===== src/rtl/miriscv_execute_pipe_buf.sv =====
// miriscv_execute_pipe_buf
// Execute-to-memory skid buffer: a small circular FIFO between the execute
// stage and the memory stage. The control unit can flush it with kill_i and
// receives a stall request when execute offers data the buffer cannot take.
// Head data is masked to zero whenever the buffer is empty, so storage
// itself never needs a reset.

module miriscv_execute_pipe_buf #(
   parameter int DATA_W = 32,
   parameter int DEPTH  = 2,
   localparam int CNT_W = $clog2(DEPTH + 1)
) (
   input  logic              clk_i,
   input  logic              arstn_i,
   input  logic              kill_i,
   input  logic              d_valid_i,
   input  logic [DATA_W-1:0] d_data_i,
   output logic              d_ready_o,
   output logic              m_valid_o,
   output logic [DATA_W-1:0] m_data_o,
   input  logic              m_ready_i,
   output logic              stall_req_o,
   output logic [CNT_W-1:0]  count_o
);

   // DEPTH is a power of two, so a PTR_W-bit pointer wraps modulo DEPTH
   // on its own with no compare-and-clear logic.
   localparam int               PTR_W    = (DEPTH > 1) ? $clog2(DEPTH) : 1;
   localparam logic [CNT_W-1:0] FULL_CNT = CNT_W'(DEPTH);

   logic [DATA_W-1:0] mem [DEPTH];
   logic [PTR_W-1:0]  wr_ptr;
   logic [PTR_W-1:0]  rd_ptr;
   logic [CNT_W-1:0]  count;

   logic              push;
   logic              pop;

   // Handshake decode; ready/valid depend only on occupancy so d_ready_o
   // never combinationally follows m_ready_i.
   always_comb begin
      d_ready_o   = (count != FULL_CNT);
      m_valid_o   = (count != '0);
      push        = d_valid_i & d_ready_o & ~kill_i;
      pop         = m_valid_o & m_ready_i & ~kill_i;
      stall_req_o = d_valid_i & ~d_ready_o & ~kill_i;
      m_data_o    = m_valid_o ? mem[rd_ptr] : '0;
      count_o     = count;
   end

   // Write pointer: cleared by reset or kill, advances on every push.
   always_ff @(posedge clk_i or negedge arstn_i) begin
      if (!arstn_i) begin
         wr_ptr <= '0;
      end else if (kill_i) begin
         wr_ptr <= '0;
      end else if (push) begin
         wr_ptr <= wr_ptr + PTR_W'(1);
      end
   end

   // Read pointer: cleared by reset or kill, advances on every pop.
   always_ff @(posedge clk_i or negedge arstn_i) begin
      if (!arstn_i) begin
         rd_ptr <= '0;
      end else if (kill_i) begin
         rd_ptr <= '0;
      end else if (pop) begin
         rd_ptr <= rd_ptr + PTR_W'(1);
      end
   end

   // Occupancy: +1 on push alone, -1 on pop alone, unchanged on both.
   always_ff @(posedge clk_i or negedge arstn_i) begin
      if (!arstn_i) begin
         count <= '0;
      end else if (kill_i) begin
         count <= '0;
      end else begin
         case ({push, pop})
            2'b10:   count <= count + CNT_W'(1);
            2'b01:   count <= count - CNT_W'(1);
            default: count <= count;
         endcase
      end
   end

   // Payload storage; contents are don't-care until written, and the
   // output mask keeps unwritten entries invisible.
   always_ff @(posedge clk_i) begin
      if (push) begin
         mem[wr_ptr] <= d_data_i;
      end
   end

endmodule


===== config.mk =====
export PLATFORM = sky130hd
export DESIGN_NAME = miriscv_execute_pipe_buf
export DESIGN_NICKNAME = d
export VERILOG_FILES = /design/src/rtl/miriscv_execute_pipe_buf.sv
export SDC_FILE = /design/constraint.sdc
export NUM_CORES = 1
export LEC_CHECK = 0
export BUFFER_PORTS_ARGS = -buffer_cell sky130_fd_sc_hd__clkbuf_2
export CORE_UTILIZATION = 40
export DETAILED_ROUTE_END_ITERATION = 6
export HOLD_SLACK_MARGIN = 0.12
export PLACE_DENSITY = 0.71
export SKIP_LAST_GASP = 1
export SLEW_MARGIN = 20
export SYNTH_ARGS = -nofsm -noshare
export SYNTH_HDL_FRONTEND = slang
export SYNTH_SLANG_ARGS = --single-unit

===== constraint.sdc =====
create_clock -name clk_i -period 5.22 [get_ports clk_i]
set_clock_uncertainty 0.1 [all_clocks]
set_input_delay 0.522 -clock clk_i [delete_from_list [all_inputs] [get_ports clk_i]]
set_output_delay 0.522 -clock clk_i [all_outputs]
set_load 0.02 [all_outputs]

==> results.cfg, run 1 <==
[run_status]
status = completed

[place]
place_ws_ps = 2996
gp_congestion = 0.6923
portBuffers = 73
dp_hpwl_microns = 2724

[setup_path]
cp_max_fo = 33
critical_path.top_delay_family = flip-flops
crit_chain = mux2i_1, nor2_1, clkbuf_2
cpPeakStageDelay_ps = 1020
worstSetupEndpointType = primary output
slowest_stage = dfrtp_2
arrival_ps = 1890
worst-setup-path-type = register to primary output
worstPathRequired_ps = 4600
timing.critical_path.buf_inv = 1
startpoint_type = register

[timing]
fin_hold_ws_ps = 283.9
finalHoldViolations = 0
rsz0062_at_grt = no
period_needed_ps = 2516
setup_viol = 0
layout_setup_ws_ps = 2704
fin_crit_sh_pct = 48.19
setup_tns_ps = 0
relSlewSlack_pct = 33.89
fmax_mhz = 397.5
slew_violations = 0
worst_pin_slew_ps = 991.7

[yosys]
ys_ff_latch = 68
synth.most_common_cell = edfxtp_1
synthTopCellsByArea = edfxtp_1 73%, mux2i_1 12%, nor2_1 5.0%
synth_nets = 199
synth_top_area_share_pct = 73.14
synth_area_per_cell_sq_um = 16.22
postSynthCellCount = 162
ys_top_cells_by_count = 64 x edfxtp_1, 35 x nor2_1, 32 x mux2i_1
synth-edff-count = 64
yosys.area.top_type = edfxtp_1
synthesis.area_sq_mm = 0.002628
ys_seq_area_share_pct = 76.95
async_flop_share_pct = 5.882
yosysWarnings = 0
synth_cell_types = 21
synthFlopType = edfxtp_1

[cts]
cts-root-buf = clkbuf_8
cts_tree = yes
ctsHoldBuffers = 1
cts.sinks = 68
post-cts-setup-buffers = 0
htreeDepth = 3
cts_resized = 0
clk_latency_ps = 310
cts-buffers-inserted = 9
cts.clk_slew.worst_paths_ps = 70
cts_buffer_depth = 2

[detailed_routing]
routedWlPerCell_microns = 13.24
via_per_inst = 4.812
drtIter0Drc = 29
ant_nets = 0
vias = 1559
firstDrtPassIters = 4
route.detailed.drc = 0
totalWireLength_microns = 4290

[cells_and_area]
insertedDiodeCount = 0
area_delta_synth_final_pct = 24.81
final_net_count = 281
drive_gt1_share_pct = 37.65
fin_util_pct = 51.65

[power]
p_sw_mw = 0.2594
ir_drop_v = 0.0001726
p_seq_share_pct = 56.0
p_int_mw = 0.8781
swShare_pct = 22.80
p_clk_share_pct = 33.1
comb_power_share_pct = 10.9
cellPowerDensity_mw_per_mm2 = 346.9
leakage_nw = 1.251

[global_route]
grt_pass1_wl_microns = 6989
grt_max_degree = 35
antenna_found_initial = 0
grt-ovfl-total = 0
grt.total_usage_pct = 13.50
grt_pass1_vias = 1582

[floorplan]
die_w_microns = 83.05
io_pins = 74
start_util_pct = 41.38
core_area_sq_mm = 0.006350
dieArea_sq_mm = 0.006897
fp-row-count = 29
fp.dieH_microns = 83.05

[worst_hold_path]
hold_class = input pin to register

[job]
max_cap_viol_count = 0
-- power groups by stage --
stage | clock network, mW | logic, mW | registers [mW]
finish | 0.377 | 0.124 | 0.637
global placement | 0 | 0.124 | 0.648
detailed placement | 0 | 0.126 | 0.649
floorplan | 0 | 0.0852 | 0.638
CTS | 0.392 | 0.127 | 0.637
global route | 0.413 | 0.136 | 0.639
-- layout by cell type (no fill, tap or decap), types with 2 or more instances in the layout --
cell / Yosys / final
clkbuf_8: 0 / 9
dfrtp_1: 4 / 3
clkbuf_2: 0 / 73
a21oi_1: 2 / 2
edfxtp_1: 64 / 64
mux2i_1: 32 / 32
o21ai_0: 3 / 3
inv_1: 2 / 2
nor2_1: 35 / 34
buf_4: 0 / 4
clkinv_1: 0 / 4
-- flip-flops by register name, indices dropped and copies added (netlist names) --
signal,cells
rd_ptr,1
mem,64
wr_ptr,1
count_o,2
-- layout make-up --
cell class              count  area (sq um)
clock inverters             5         45.04
clock buffers               9         123.9
fillers                   553          3070
flip-flops and latches     68          2023
well taps                  77         96.34
repair buffers             78         405.4
inverters                   3         11.26
multi-input cells          84         574.3
-- per-layer routing --
layer	GRT usage (%)	vias up	wire (microns)
met5	0	-	0
met4	7.524	0	51
met3	4.076	7	215
met2	22.88	46	2171
met1	15.19	745	1853
li1	-	761	-
-- path summary, 6_finish.rpt --
path                       slack (ps)                     end                    from  cells past startpoint
setup / recovery                 2700            m_data_o[20]      rd_ptr$_DFFE_PN0P_                      3
hold / removal                    280     mem[1][2]$_DFFE_PP_             d_data_i[2]                      1
setup reg to reg                 3510    mem[0][31]$_DFFE_PP_  count_o[1]$_DFFE_PN0P_                      3
max in group asynchronous        4430      rd_ptr$_DFFE_PN0P_                 arstn_i                      2
hold reg to reg                   490      wr_ptr$_DFFE_PN0P_      wr_ptr$_DFFE_PN0P_                      2
min in group asynchronous         450  count_o[1]$_DFFE_PN0P_                 arstn_i                      2
-- metrics by stage --
stage | power (mW) | instances | instance area, sq um
after CTS | 1.156 | 324 | 3279
after global placement | 0.7720 | 309 | 3100
after floorplan | 0.7236 | 162 | 2628
final | 1.138 | 324 | 3279
after global routing | 1.187 | 324 | 3279
after detailed placement | 0.7748 | 309 | 3100
-- worst register-to-register path, cell delays in order, from the launching register on --
cell and delay (ps):
dfrtp_1 440, nor2b_1 220, nor4_2 150, buf_4 440
-- cells by family (layout without fill, tap and decap cells) --
| family | Yosys count | count (layout) | share of synthesized area, % |
|---|---|---|---|
| multiplexers | 32 | 32 | 12.19 |
| AND/OR/NAND/NOR | 44 | 44 | 7.286 |
| buffers and inverters | 10 | 95 | 1.762 |
| XOR/XNOR | 1 | 1 | 0.3334 |
| AO/OA/AOI/OAI | 7 | 7 | 1.476 |
| flip-flops | 68 | 68 | 76.95 |
No activity file was read; power rests on OpenSTA's default activity.
==> inputs of run 2 (changes only) <==
- PLACE_DENSITY: 0.71 -> 0.73
- clock period: 5.22 -> 2.3 ns (I/O delays scaled with it)
==> run 2 against run 1 <==
Against the previous run: combinational power increased to 3.0 times the previous value; critical path depth grew 2; register-to-register slack lost 3100 ps; clock power rose to 2.7 times the previous value; final cell count is 13% higher; largest power group unchanged; highest routed layer unchanged; cell area grew 14%; sequential share of layout area is 7.3 points lower; global-route usage is 2.1 points higher; worst setup slack lost 2300 ps; utilization up 7.0 points; critical endpoint is now count_o[0]$_DFFE_PN0P_; count of clock-buffer cells in the layout increased by 2.
==> results.cfg, run 2 (synthesis results as in run 1) <==
[run_status]
status = completed

[place]
placed_area_sq_mm = 0.003158
dp.cells = 313
gp_congestion = 0.7009
dp_hpwl_microns = 3057
place_ws_ps = 602.3
portBuffers = 73

[setup_path]
reg2reg_depth = 5
cpPeakStageDelay_ps = 550
rrSetupSlack_ps = 430
worstPathRequired_ps = 2450
arrival_ps = 2020
reg2reg_to = count_o[0]$_DFFE_PN0P_
worst-setup-path-type = register to register
crit_chain = nor2_2, buf_4, a22oi_1, a21oi_1, dlygate4sd3_1
startpoint_type = register
slowest_stage = dlygate4sd3_1
r2r-start = count_o[0]$_DFFE_PN0P_
cp_max_fo = 20
worstSetupEndpointType = register

[power]
leakage_nw = 1.435
ir_drop_v = 0.0005050
power.total_mw = 2.810
cellPowerDensity_mw_per_mm2 = 754.1

[cts]
post-cts-setup-buffers = 0
htreeDepth = 3
cts-buffers-inserted = 9
cts_tree = yes
cts_buffer_depth = 2
cts.sinks = 68
clk_latency_ps = 320
cts.clk_slew.worst_paths_ps = 60
cts-root-buf = clkbuf_8

[timing]
relSlewSlack_pct = 78.55
fmax_mhz = 535.5
layout_setup_ws_ps = 432.8
fin_hold_ws_ps = 156.5
setup_tns_ps = 0
setup_viol = 0
slew_violations = 0
worst_pin_slew_ps = 321.7
finalHoldViolations = 0
fin_crit_sh_pct = 81.18
rsz0062_at_grt = no
period_needed_ps = 1867

[job]
max_cap_viol_count = 0

[cells_and_area]
n_fill_cell = 498
area_delta_synth_final_pct = 41.81
layout_commonest_cell = clkbuf_2
largest_register = mem
fin_util_pct = 58.68
final_cell_area_sq_mm = 0.003726
largest_reg_flops = 64
multi_input_area_sq_um = 599.3
final_net_count = 320
seqCellArea_sq_mm = 0.002026
insertedDiodeCount = 0
final_cell_mix = 73 x clkbuf_2, 64 x edfxtp_1, 36 x dlygate4sd3_1, 34 x nor2_1, 32 x mux2i_1
drive_gt1_share_pct = 35.76
final_cells = 365

[detailed_routing]
routedWlPerCell_microns = 13.83
route.detailed.drc = 0
via_per_inst = 4.663
totalWireLength_microns = 5049
ant_nets = 0
firstDrtPassIters = 4
vias = 1702
drtIter0Drc = 66

[floorplan]
fp-row-count = 29
dieArea_sq_mm = 0.006897
core_area_sq_mm = 0.006350
start_util_pct = 41.38
io_pins = 74
fp.dieH_microns = 83.05
die_w_microns = 83.05

[global_route]
grt.total_usage_pct = 15.56
grt_max_degree = 22
grt-ovfl-total = 0
antenna_found_initial = 0
grt_pass1_wl_microns = 7976
grt_pass1_vias = 1685

[worst_hold_path]
hold_class = input pin to async pin
run 2: cell types whose count changed in the layout (fill, tap and decap cells not counted), sizes merged:
cell and change:
clkinvlp +1, dlygate4sd3 +35, buf +4, clkinv -2, bufinv +1, clkbuf +2
run 2: area by class of cell:
cell class                      count  share of cell area (%)
Clock buffer                       11                   3.526
Clock inverter                      5                   2.048
Inverter                            3                  0.3022
Multi-Input combinational cell     84                   16.08
Sequential cell                    68                   54.37
Tap cell                           77                   2.586
Timing Repair Buffer              117                   21.09
run 2: power breakdown:
part           internal, mW  switching, mW  total (mW)
logic                 0.161          0.211       0.372
clock network         0.606          0.410        1.02
registers              1.41         0.0166        1.42
total                  2.17          0.638        2.81
run 2: worst max path at each step:
stage | from | endpoint | slack (ps) | cells after the start
floorplan | count_o[1]$_DFFE_PN0P_ | mem[1][0]$_DFFE_PP_ | -20 | 2
global placement | count_o[1]$_DFFE_PN0P_ | mem[1][6]$_DFFE_PP_ | 660 | 3
detailed placement | count_o[1]$_DFFE_PN0P_ | mem[1][17]$_DFFE_PP_ | 600 | 3
CTS | count_o[0]$_DFFE_PN0P_ | count_o[0]$_DFFE_PN0P_ | 400 | 5
global route | count_o[0]$_DFFE_PN0P_ | count_o[0]$_DFFE_PN0P_ | 270 | 5
finish | count_o[0]$_DFFE_PN0P_ | count_o[0]$_DFFE_PN0P_ | 430 | 5
run 2: worst max-delay path: cells and delay by family, from the launching register on:
| family | cells | cell delay, ps |
|---|---|---|
| buffers and inverters | 2 | 810 |
| DFF | 1 | 470 |
| AOI/OAI and AO/OA | 2 | 270 |
| and+or+nand+nor | 1 | 150 |
run 2: repair_timing:
item	in CTS	in global routing
endpoints found under the setup margin	0	0
hold buffers	36	0
endpoints found under the hold margin	71	0
gates resized for setup	0	0
run 2: routing by layer:
metal / vias up / GRT usage, % / routed length, microns
li1: 841 / - / -
met1: 814 / 18.70 / 2185
met2: 43 / 26.75 / 2605
met3: 4 / 5.268 / 230
met4: 0 / 4.232 / 27
met5: - / 0 / 0
==> inputs of run 3 (changes only) <==
- ABC_AREA: unset -> 1
- PLACE_DENSITY: 0.73 -> 0.71
- clock period: 2.3 -> 1.75 ns (I/O delays scaled with it)
==> run 3 against run 2 <==
Against the previous run: non-clock buffer count up 2; synthesized area rose by 0.57%; cell area up 5.8%; sequential power rose by 45%; sequential cell count unchanged; combinational power rose to 6.0 times the previous value; utilization increased by 3.4 points; critical endpoint is now m_data_o[3]; largest cell class unchanged; highest routed layer unchanged.
==> results.cfg, run 3 <==
[timing]
fin_hold_ws_ps = 128.8
finalHoldViolations = 0
fmax_mhz = 592.9
relSlewSlack_pct = 84.13
worst_pin_slew_ps = 238.1
period_needed_ps = 1687
fin_crit_sh_pct = 96.38
setup_viol = 0
setup_tns_ps = 0
rsz0062_at_grt = yes
slew_violations = 0

[cells_and_area]
area_delta_synth_final_pct = 49.20
drive_gt1_share_pct = 34.23
seqCellArea_sq_mm = 0.002026
insertedDiodeCount = 0
layout_commonest_cell = nand2_1
largest_register = mem
final_cell_mix = 74 x nand2_1, 64 x edfxtp_1, 53 x clkbuf_2, 35 x dlygate4sd3_1, 29 x a21oi_1
n_fill_cell = 504
largest_reg_flops = 64
final_net_count = 368
fin_util_pct = 62.09
multi_input_area_sq_um = 584.3

[global_route]
grt_pass1_wl_microns = 8638
grt_pass1_vias = 1850
grt.total_usage_pct = 16.59
grt-ovfl-total = 0
antenna_found_initial = 0
grt_max_degree = 36

[power]
p_int_mw = 4.032
p_sw_mw = 2.071
ir_drop_v = 0.001529
p_clk_share_pct = 29.6
power.total_mw = 6.103
p_seq_share_pct = 33.7
comb_power_share_pct = 36.7
leakage_nw = 1.627
swShare_pct = 33.94
cellPowerDensity_mw_per_mm2 = 1548

[yosys]
postSynthCellCount = 211
yosysWarnings = 0
synthTopCellsByArea = edfxtp_1 73%, nand2_1 11%, a21oi_1 6.3%
async_flop_share_pct = 5.882
synth_top_family_by_area = simple AND/OR/NAND/NOR gates
synth_compound_area_share_pct = 6.818
synthFlopType = edfxtp_1
ys_top_cells_by_count = 74 x nand2_1, 64 x edfxtp_1, 33 x a21oi_1
synthesis.area_sq_mm = 0.002643
synth_nets = 248
synth_top_area_share_pct = 72.73
synthMuxAreaShare_pct = 0
synth_fa_ha_area_share_pct = 0
synth_area_per_cell_sq_um = 12.52
synth-edff-count = 64
synth_cell_types = 17
ys_seq_area_share_pct = 76.52
synth_xor_area_share_pct = 0
synth-simple-area-share_pct = 13.73
yosys.area.top_type = edfxtp_1
synth.most_common_cell = nand2_1
ys_ff_latch = 68

[floorplan]
io_pins = 74
die_w_microns = 83.28
dieArea_sq_mm = 0.006936
core_area_sq_mm = 0.006350
fp.dieH_microns = 83.28
start_util_pct = 41.62
fp-row-count = 29

[setup_path]
cp_max_fo = 13
crit_chain = clkinv_4, clkbuf_16, nand2_1, a21oi_1, clkbuf_2
slowest_stage = dfrtp_2
arrival_ps = 1410
startpoint_type = register
worst-setup-path-type = register to primary output
worstPathRequired_ps = 1470
cpPeakStageDelay_ps = 450
worstSetupEndpointType = primary output

[cts]
cts-buffers-inserted = 9
cts_tree = yes
clk_latency_ps = 340
cts.clk_slew.worst_paths_ps = 70
cts.sinks = 68
cts_buffer_depth = 2
cts-root-buf = clkbuf_8
htreeDepth = 3

[detailed_routing]
route.detailed.drc = 0
firstDrtPassIters = 4
routedWlPerCell_microns = 13.01
drtIter0Drc = 52
via_per_inst = 4.688
ant_nets = 0
vias = 1936
totalWireLength_microns = 5374

[worst_hold_path]
hold_class = input pin to register

[run_status]
status = completed

[place]
dp_hpwl_microns = 3280
gp_congestion = 0.7312
portBuffers = 73

[job]
max_cap_viol_count = 0
-- run 3: changes by cell type after synthesis, sizes merged, moves of 2 or more --
| cell | previous run | this run |
|---|---|---|
| nor2 | 35 | 6 |
| inv | 3 | 8 |
| mux2i | 32 | 0 |
| clkbuf | 0 | 2 |
| a21oi | 2 | 33 |
| nand3 | 1 | 4 |
| nand2 | 1 | 76 |
| nor3 | 1 | 3 |
-- run 3: cells by family (layout without fill, tap and decap cells) --
| logic type | Yosys count | count (layout) |
|---|---|---|
| AND/OR/NAND/NOR | 89 | 89 |
| AO/OA/AOI/OAI | 36 | 36 |
| buffers and inverters | 18 | 143 |
| flip-flops | 68 | 68 |
-- run 3: worst max-delay path: cells and delay by family (launching register included) --
family	cells	cell delay [ps]
AOI/OAI and AO/OA	1	130
buffers and inverters	3	450
and+or+nand+nor	1	50
DFF	1	450
-- run 3: metrics by stage --
stage	instances	setup WS [ps]	instance area, sq um
after floorplan	211	-316.4	2670
after global placement	360	179.0	3194
after detailed placement	360	155.5	3194
after CTS	411	-37.46	3834
after global routing	413	0.2162	3943
final	413	63.38	3943
-- run 3: routing by layer --
metal	wire (microns)	share of wire (%)	vias up	track usage [%]
li1	-	-	977	-
met1	2366	44	894	19.78
met2	2662	50	55	27.50
met3	236	4.4	10	4.274
met4	108	2.0	0	9.091
met5	0	0	-	0
-- run 3: worst paths after layout --
path	slack (ps)	to	cells past startpoint	start
max reg2reg	160	mem[0][21]$_DFFE_PP_	7	count_o[0]$_DFFE_PN0P_
min reg2reg	490	wr_ptr$_DFFE_PN0P_	2	wr_ptr$_DFFE_PN0P_
max in group asynchronous	720	rd_ptr$_DFFE_PN0P_	3	arstn_i
min	130	wr_ptr$_DFFE_PN0P_	4	d_valid_i
max	60	m_data_o[3]	5	rd_ptr$_DFFE_PN0P_
min in group asynchronous	640	count_o[1]$_DFFE_PN0P_	3	arstn_i
-- run 3: timing repair --
action / CTS / global route
resized for setup: 1 / 41
gates cloned: 0 / 2
hold endpoints to repair: 70 / 0
hold buffers: 35 / 0
pin swaps: 0 / 1
endpoints found under the setup margin: 3 / 26
buffers inserted: 0 / 0
-- run 3: layout make-up --
class,count,area share (%)
tap,77,2.444
multi-input combinational,125,14.82
clock inverter,7,4.126
clock buffer,9,3.142
inverter,8,0.9838
timing repair buffer,119,23.10
sequential,68,51.38
-- run 3: power by group through the flow --
stage	Combinational [mW]	Sequential [mW]	Clock [mW]
3_3_place_gp	2.00	2.07	0
6_report	2.24	2.06	1.80
4_1_cts	2.09	2.05	1.84
3_5_place_dp	2.02	2.08	0
5_1_grt	2.44	2.07	1.90
2_1_floorplan	1.25	2.09	0
